$ cat src/rtl/mdu_iterative.sv
// Iterative multiply/divide unit for the execute stage.
// MULT/MULTU use radix-2 shift-add and DIV/DIVU use restoring division,
// one bit per clock. Both run on magnitudes, and the FIX state applies the
// sign correction. MTHI/MTLO write HI/LO directly from IDLE.
module mdu_iterative #(
    parameter int XLEN = 32
) (
    input  logic            clock,
    input  logic            start,
    input  logic            op_valid,
    output logic            op_ready,
    input  logic [2:0]      op_code,
    input  logic [XLEN-1:0] op_a,
    input  logic [XLEN-1:0] op_b,
    input  logic            flush,
    output logic            busy,
    output logic            done,
    output logic            div_zero,
    output logic [XLEN-1:0] hi,
    output logic [XLEN-1:0] lo
);

    localparam int CW = $clog2(XLEN);
    localparam logic [CW-1:0] CNT_LAST = CW'(XLEN - 1);

    typedef enum logic [1:0] {S_IDLE, S_RUN, S_FIX} state_t;

    state_t            state_q, state_d;
    logic [CW-1:0]     cnt_q, cnt_d;
    logic [XLEN-1:0]   hi_q, hi_d, lo_q, lo_d;
    logic              done_q, done_d, dz_out_q, dz_out_d;

    // Working registers: rem = product upper half / partial remainder,
    // quo = multiplier / dividend shifting into the quotient,
    // dvs = multiplicand / divisor magnitude.
    logic [XLEN-1:0]   rem_q, rem_d, quo_q, quo_d, dvs_q, dvs_d;
    logic              is_div_q, is_div_d, qneg_q, qneg_d, rneg_q, rneg_d;
    logic              dzero_q, dzero_d;

    logic              accept, op_signed, sa, sb;
    logic [XLEN-1:0]   mul_add;
    logic [XLEN:0]     mul_sum, div_shift;
    logic              div_ge;
    logic [XLEN-1:0]   div_sub;
    logic [2*XLEN-1:0] prod, prod_fix;

    function automatic logic [XLEN-1:0] cond_neg(input logic [XLEN-1:0] v, input logic n);
        return n ? -v : v;
    endfunction

    function automatic logic [2*XLEN-1:0] cond_neg2(input logic [2*XLEN-1:0] v, input logic n);
        return n ? -v : v;
    endfunction

    assign op_ready = (state_q == S_IDLE) & ~start;
    assign accept   = op_valid & op_ready & ~flush;
    assign busy     = (state_q != S_IDLE);
    assign done     = done_q;
    assign div_zero = dz_out_q;
    assign hi       = hi_q;
    assign lo       = lo_q;

    // Next-state, iteration datapath and writeback
    always_comb begin
        state_d   = state_q;
        cnt_d     = cnt_q;
        hi_d      = hi_q;
        lo_d      = lo_q;
        done_d    = 1'b0;
        dz_out_d  = 1'b0;
        rem_d     = rem_q;
        quo_d     = quo_q;
        dvs_d     = dvs_q;
        is_div_d  = is_div_q;
        qneg_d    = qneg_q;
        rneg_d    = rneg_q;
        dzero_d   = dzero_q;

        op_signed = ~op_code[0];
        sa        = op_signed & op_a[XLEN-1];
        sb        = op_signed & op_b[XLEN-1];

        mul_add   = quo_q[0] ? dvs_q : '0;
        mul_sum   = {1'b0, rem_q} + {1'b0, mul_add};
        div_shift = {rem_q, quo_q[XLEN-1]};
        div_ge    = (div_shift >= {1'b0, dvs_q});
        div_sub   = div_shift[XLEN-1:0] - dvs_q;
        prod      = {rem_q, quo_q};
        prod_fix  = cond_neg2(prod, qneg_q);

        case (state_q)
            S_IDLE: begin
                if (accept) begin
                    case (op_code)
                        3'b000, 3'b001, 3'b010, 3'b011: begin
                            is_div_d = op_code[1];
                            if (op_code[1]) begin
                                quo_d = cond_neg(op_a, sa);
                                dvs_d = cond_neg(op_b, sb);
                            end else begin
                                dvs_d = cond_neg(op_a, sa);
                                quo_d = cond_neg(op_b, sb);
                            end
                            rem_d   = '0;
                            qneg_d  = sa ^ sb;
                            rneg_d  = sa;
                            dzero_d = op_code[1] & (op_b == '0);
                            cnt_d   = '0;
                            state_d = S_RUN;
                        end
                        3'b100: begin
                            hi_d   = op_a;
                            done_d = 1'b1;
                        end
                        3'b101: begin
                            lo_d   = op_a;
                            done_d = 1'b1;
                        end
                        default: ;
                    endcase
                end
            end
            S_RUN: begin
                if (flush) begin
                    state_d = S_IDLE;
                end else begin
                    if (is_div_q) begin
                        rem_d = div_ge ? div_sub : div_shift[XLEN-1:0];
                        quo_d = {quo_q[XLEN-2:0], div_ge};
                    end else begin
                        rem_d = mul_sum[XLEN:1];
                        quo_d = {mul_sum[0], quo_q[XLEN-1:1]};
                    end
                    cnt_d = cnt_q + CW'(1);
                    if (cnt_q == CNT_LAST) begin
                        state_d = S_FIX;
                    end
                end
            end
            S_FIX: begin
                state_d = S_IDLE;
                if (!flush) begin
                    if (!is_div_q) begin
                        hi_d = prod_fix[2*XLEN-1:XLEN];
                        lo_d = prod_fix[XLEN-1:0];
                    end else if (dzero_q) begin
                        hi_d = rem_q;
                        lo_d = quo_q;
                    end else begin
                        hi_d = cond_neg(rem_q, rneg_q);
                        lo_d = cond_neg(quo_q, qneg_q);
                    end
                    done_d   = 1'b1;
                    dz_out_d = is_div_q & dzero_q;
                end
            end
            default: state_d = S_IDLE;
        endcase
    end

    // Control and architectural HI/LO, cleared by start
    always_ff @(posedge clock) begin
        if (start) begin
            state_q  <= S_IDLE;
            cnt_q    <= '0;
            hi_q     <= '0;
            lo_q     <= '0;
            done_q   <= 1'b0;
            dz_out_q <= 1'b0;
        end else begin
            state_q  <= state_d;
            cnt_q    <= cnt_d;
            hi_q     <= hi_d;
            lo_q     <= lo_d;
            done_q   <= done_d;
            dz_out_q <= dz_out_d;
        end
    end

    // Working registers; only meaningful while RUN/FIX
    always_ff @(posedge clock) begin
        rem_q    <= rem_d;
        quo_q    <= quo_d;
        dvs_q    <= dvs_d;
        is_div_q <= is_div_d;
        qneg_q   <= qneg_d;
        rneg_q   <= rneg_d;
        dzero_q  <= dzero_d;
    end

endmodule

$ cat config.mk
export PLATFORM = sky130hd
export DESIGN_NAME = mdu_iterative
export DESIGN_NICKNAME = d
export VERILOG_FILES = /design/src/rtl/mdu_iterative.sv
export SDC_FILE = /design/constraint.sdc
export NUM_CORES = 1
export LEC_CHECK = 0
export BUFFER_PORTS_ARGS = -buffer_cell sky130_fd_sc_hd__buf_2
export CAP_MARGIN = 40
export CORE_ASPECT_RATIO = 0.5
export CORE_MARGIN = 3
export CORE_UTILIZATION = 44
export CTS_CLUSTER_SIZE = 24
export DETAILED_ROUTE_END_ITERATION = 7
export GPL_TIMING_DRIVEN = 0
export HOLD_SLACK_MARGIN = 0.02
export SYNTH_ARGS = -nofsm -noshare
export SYNTH_HDL_FRONTEND = slang
export SYNTH_SLANG_ARGS = --single-unit
$ cat constraint.sdc
create_clock -name clock -period 19.82 [get_ports clock]
set_input_delay 2.973 -clock clock [delete_from_list [all_inputs] [get_ports clock]]
set_output_delay 2.973 -clock clock [all_outputs]
set_load 0.005 [all_outputs]
==> out/metrics.cfg <==
[power]
total_power_mw=0.9376
power.density_nw_per_um2=57.34
p_leak_nw=6.457
peakVddDrop_mv=0.06267

[clock_tree]
cts_tree=done
root_buffer=clkbuf_16
cts_buffers=17
cts_resized=0
cts_setup_buffers=0
clkSinkCount=173
h-tree-depth=4
clk_latency_ps=470
clk_pin_slew_worst_paths_ps=70
holdBufCountCts=0
clk_path_buf_depth=2

[sta]
fin_hold_ws_ps=463.5
slew_violations=0
rsz0062_at_grt=no
relSlewSlack_pct=33.02
worst_pin_slew_ps=1005
hold_viol=0
skew_ps=20.22
setup_viol=0
setup-tns-final_ps=0
fin_crit_sh_pct=37.86
fmax_ghz=0.1333
finalCriticalPeriod_ps=7504

[die]
design.die.area_um2=35090
row_count=46
die_width_um=261.9
io_pins=139
die_y_um=134.0
initial_core_util_pct=45.11
core-area_um2=31940

[cells_and_area]
fin_area_um2=16350
layout-drive-gt1-share_pct=10.45
diodes=0
area_growth_syn_to_layout_pct=13.49
stdcell_count=2403
nNetsFinal=2101

[critical_path]
worst_ep_required_time_ps=16850
worstPathArrival_ps=4530
crit_path_max_fanout=10
critPathCaptureType=primary output
critPathKind=in2out
cp-start-kind=input pin

[global_routing]
grt_pass1_vias=13540
overflow=0
grt_max_degree=59
grt.total_usage_pct=33.36
antenna_found_initial=5
grt_pass1_wl_um=86840

[synth]
yosysWarnings=0
synth.cell_area_um2=14410
synthFlopType=edfxtp_1
synth-edff-count=100
syn_avg_cell_area_um2=8.045
synthArstFlopShare_pct=0
ys_seq_elements=173
yosysSeqAreaShare_pct=30.98
syn_inst=1791
yosysUniqueCellTypes=75
synthesis.nets=1934

[routing]
via_count=15050
routed_wl_um=59300
postRouteAntennaNets=0
drt_first_pass_iters=6
wl_per_cell_um=24.68
drc=0
dr.first_iter.drc_count=1893
vias_per_cell=6.263

[placement]
dpl.cell_count=2371
io_buffers=136
placed_cell_area_um2=15760
hpwlAfterDp_um=47300
place.gp.congestion=1.017

[status]
status=finished, final reports clean

[run]
cap_viol_max_count=0

[hold_path]
min_path_type=reg2reg

-- placed cells by master, fill, tap and decap left out, types with 12 or more instances in the layout --
cell	count
nor2_1	237
a21oi_1	204
nand2_1	154
buf_2	140
xnor2_1	109
o21ai_0	103
edfxtp_1	100
clkbuf_1	91
dfxtp_1	73
ha_1	70
xor2_1	65
inv_1	62
mux2i_1	62
nor3_1	42
a211oi_1	29
nand3_1	25
nor4_1	23
a31oi_1	21
o41ai_1	18
a21o_1	17
clkbuf_16	17
and2_1	15
or4_1	15
nand2b_1	14
nor2b_1	13
o211ai_1	13
o21a_1	13
a22oi_1	13
o31ai_1	12
and3_1	12
-- worst paths after layout --
kind	slack, ps	startpoint	cells past startpoint	end
setup / recovery	12320	start	5	op_ready
hold / removal	460	hi[27]$_SDFFE_PP0P_	1	hi[27]$_SDFFE_PP0P_
setup reg to reg	15220	quo_q[0]$_DFFE_PP_	14	rem_q[27]$_SDFFCE_PN0P_
hold reg to reg	460	hi[27]$_SDFFE_PP0P_	1	hi[27]$_SDFFE_PP0P_
-- worst max-delay path: stages --
cell and delay, ps:
clkbuf_1 350, clkbuf_1 540, clkbuf_1 420, nor2_1 100, buf_2 140
-- state kept, by name, indices dropped and copies added (netlist names) --
name      flops
is_div_q      1
rem_q        32
hi           32
cnt_q         5
qneg_q        1
quo_q        32
state_q       2
div_zero      1
lo           32
rneg_q        1
done          1
dvs_q        32
dzero_q       1
-- synthesized netlist by cell type (all sizes together) (19+ instances only) --
| cell type | count | area share [%] |
|---|---|---|
| nor3 | 42 | 1.5 |
| mux2i | 62 | 4.3 |
| o41ai | 19 | 1.2 |
| nand3 | 25 | 0.87 |
| clkbuf | 90 | 2.3 |
| inv | 63 | 1.6 |
| nor2 | 237 | 6.2 |
| xor2 | 65 | 4.0 |
| o21ai | 106 | 3.7 |
| a21oi | 204 | 7.1 |
| edfxtp | 100 | 21 |
| ha | 70 | 6.1 |
| dfxtp | 73 | 10 |
| nand2 | 154 | 4.0 |
| a31oi | 21 | 0.91 |
| a211oi | 29 | 1.5 |
| nor4 | 28 | 1.5 |
| xnor2 | 109 | 6.6 |
-- cell type report --
type	count	area, um^2
sequential	173	4464
tap	432	540.5
timing repair buffer	148	797.0
clock buffer	19	442.9
inverter	64	242.7
fill	3170	15590
multi-input combinational	1454	9339
clock inverter	13	148.9
buffer	100	377.9
-- through the flow --
step / util (%) / setup WS, ps
3_5_place_dp: 49.34 / 12420
6_report: 51.19 / 12320
5_1_grt: 51.19 / 12210
2_1_floorplan: - / 10040
3_3_place_gp: 48.93 / 6616
4_1_cts: 51.19 / 12410
-- routing by layer --
layer / routed length (um) / GRT usage (%)
met2: 24700 / 48.29
met5: 59 / 0
met1: 26310 / 48.10
met4: 1540 / 8.557
met3: 6681 / 10.34
-- power breakdown --
group	switching, mW	internal (mW)
sequential	0.0102	0.390
combinational	0.116	0.0600
clock	0.169	0.193
total	0.295	0.643
-- cell families (layout without fill, tap and decap cells) --
logic type                 after synthesis  after routing  share of synthesized area, %
adders and majority gates               72             72                         6.356
muxes                                   64             64                         4.463
xor gates and xnor gates               174            174                         10.58
DFF                                    173            173                         30.98
AOI/OAI and AO/OA                      537            537                         23.44
and+or+nand+nor                        607            607                         19.89
buffers and inverters                  164            344                         4.290
Power figures use the tool's default switching activity.
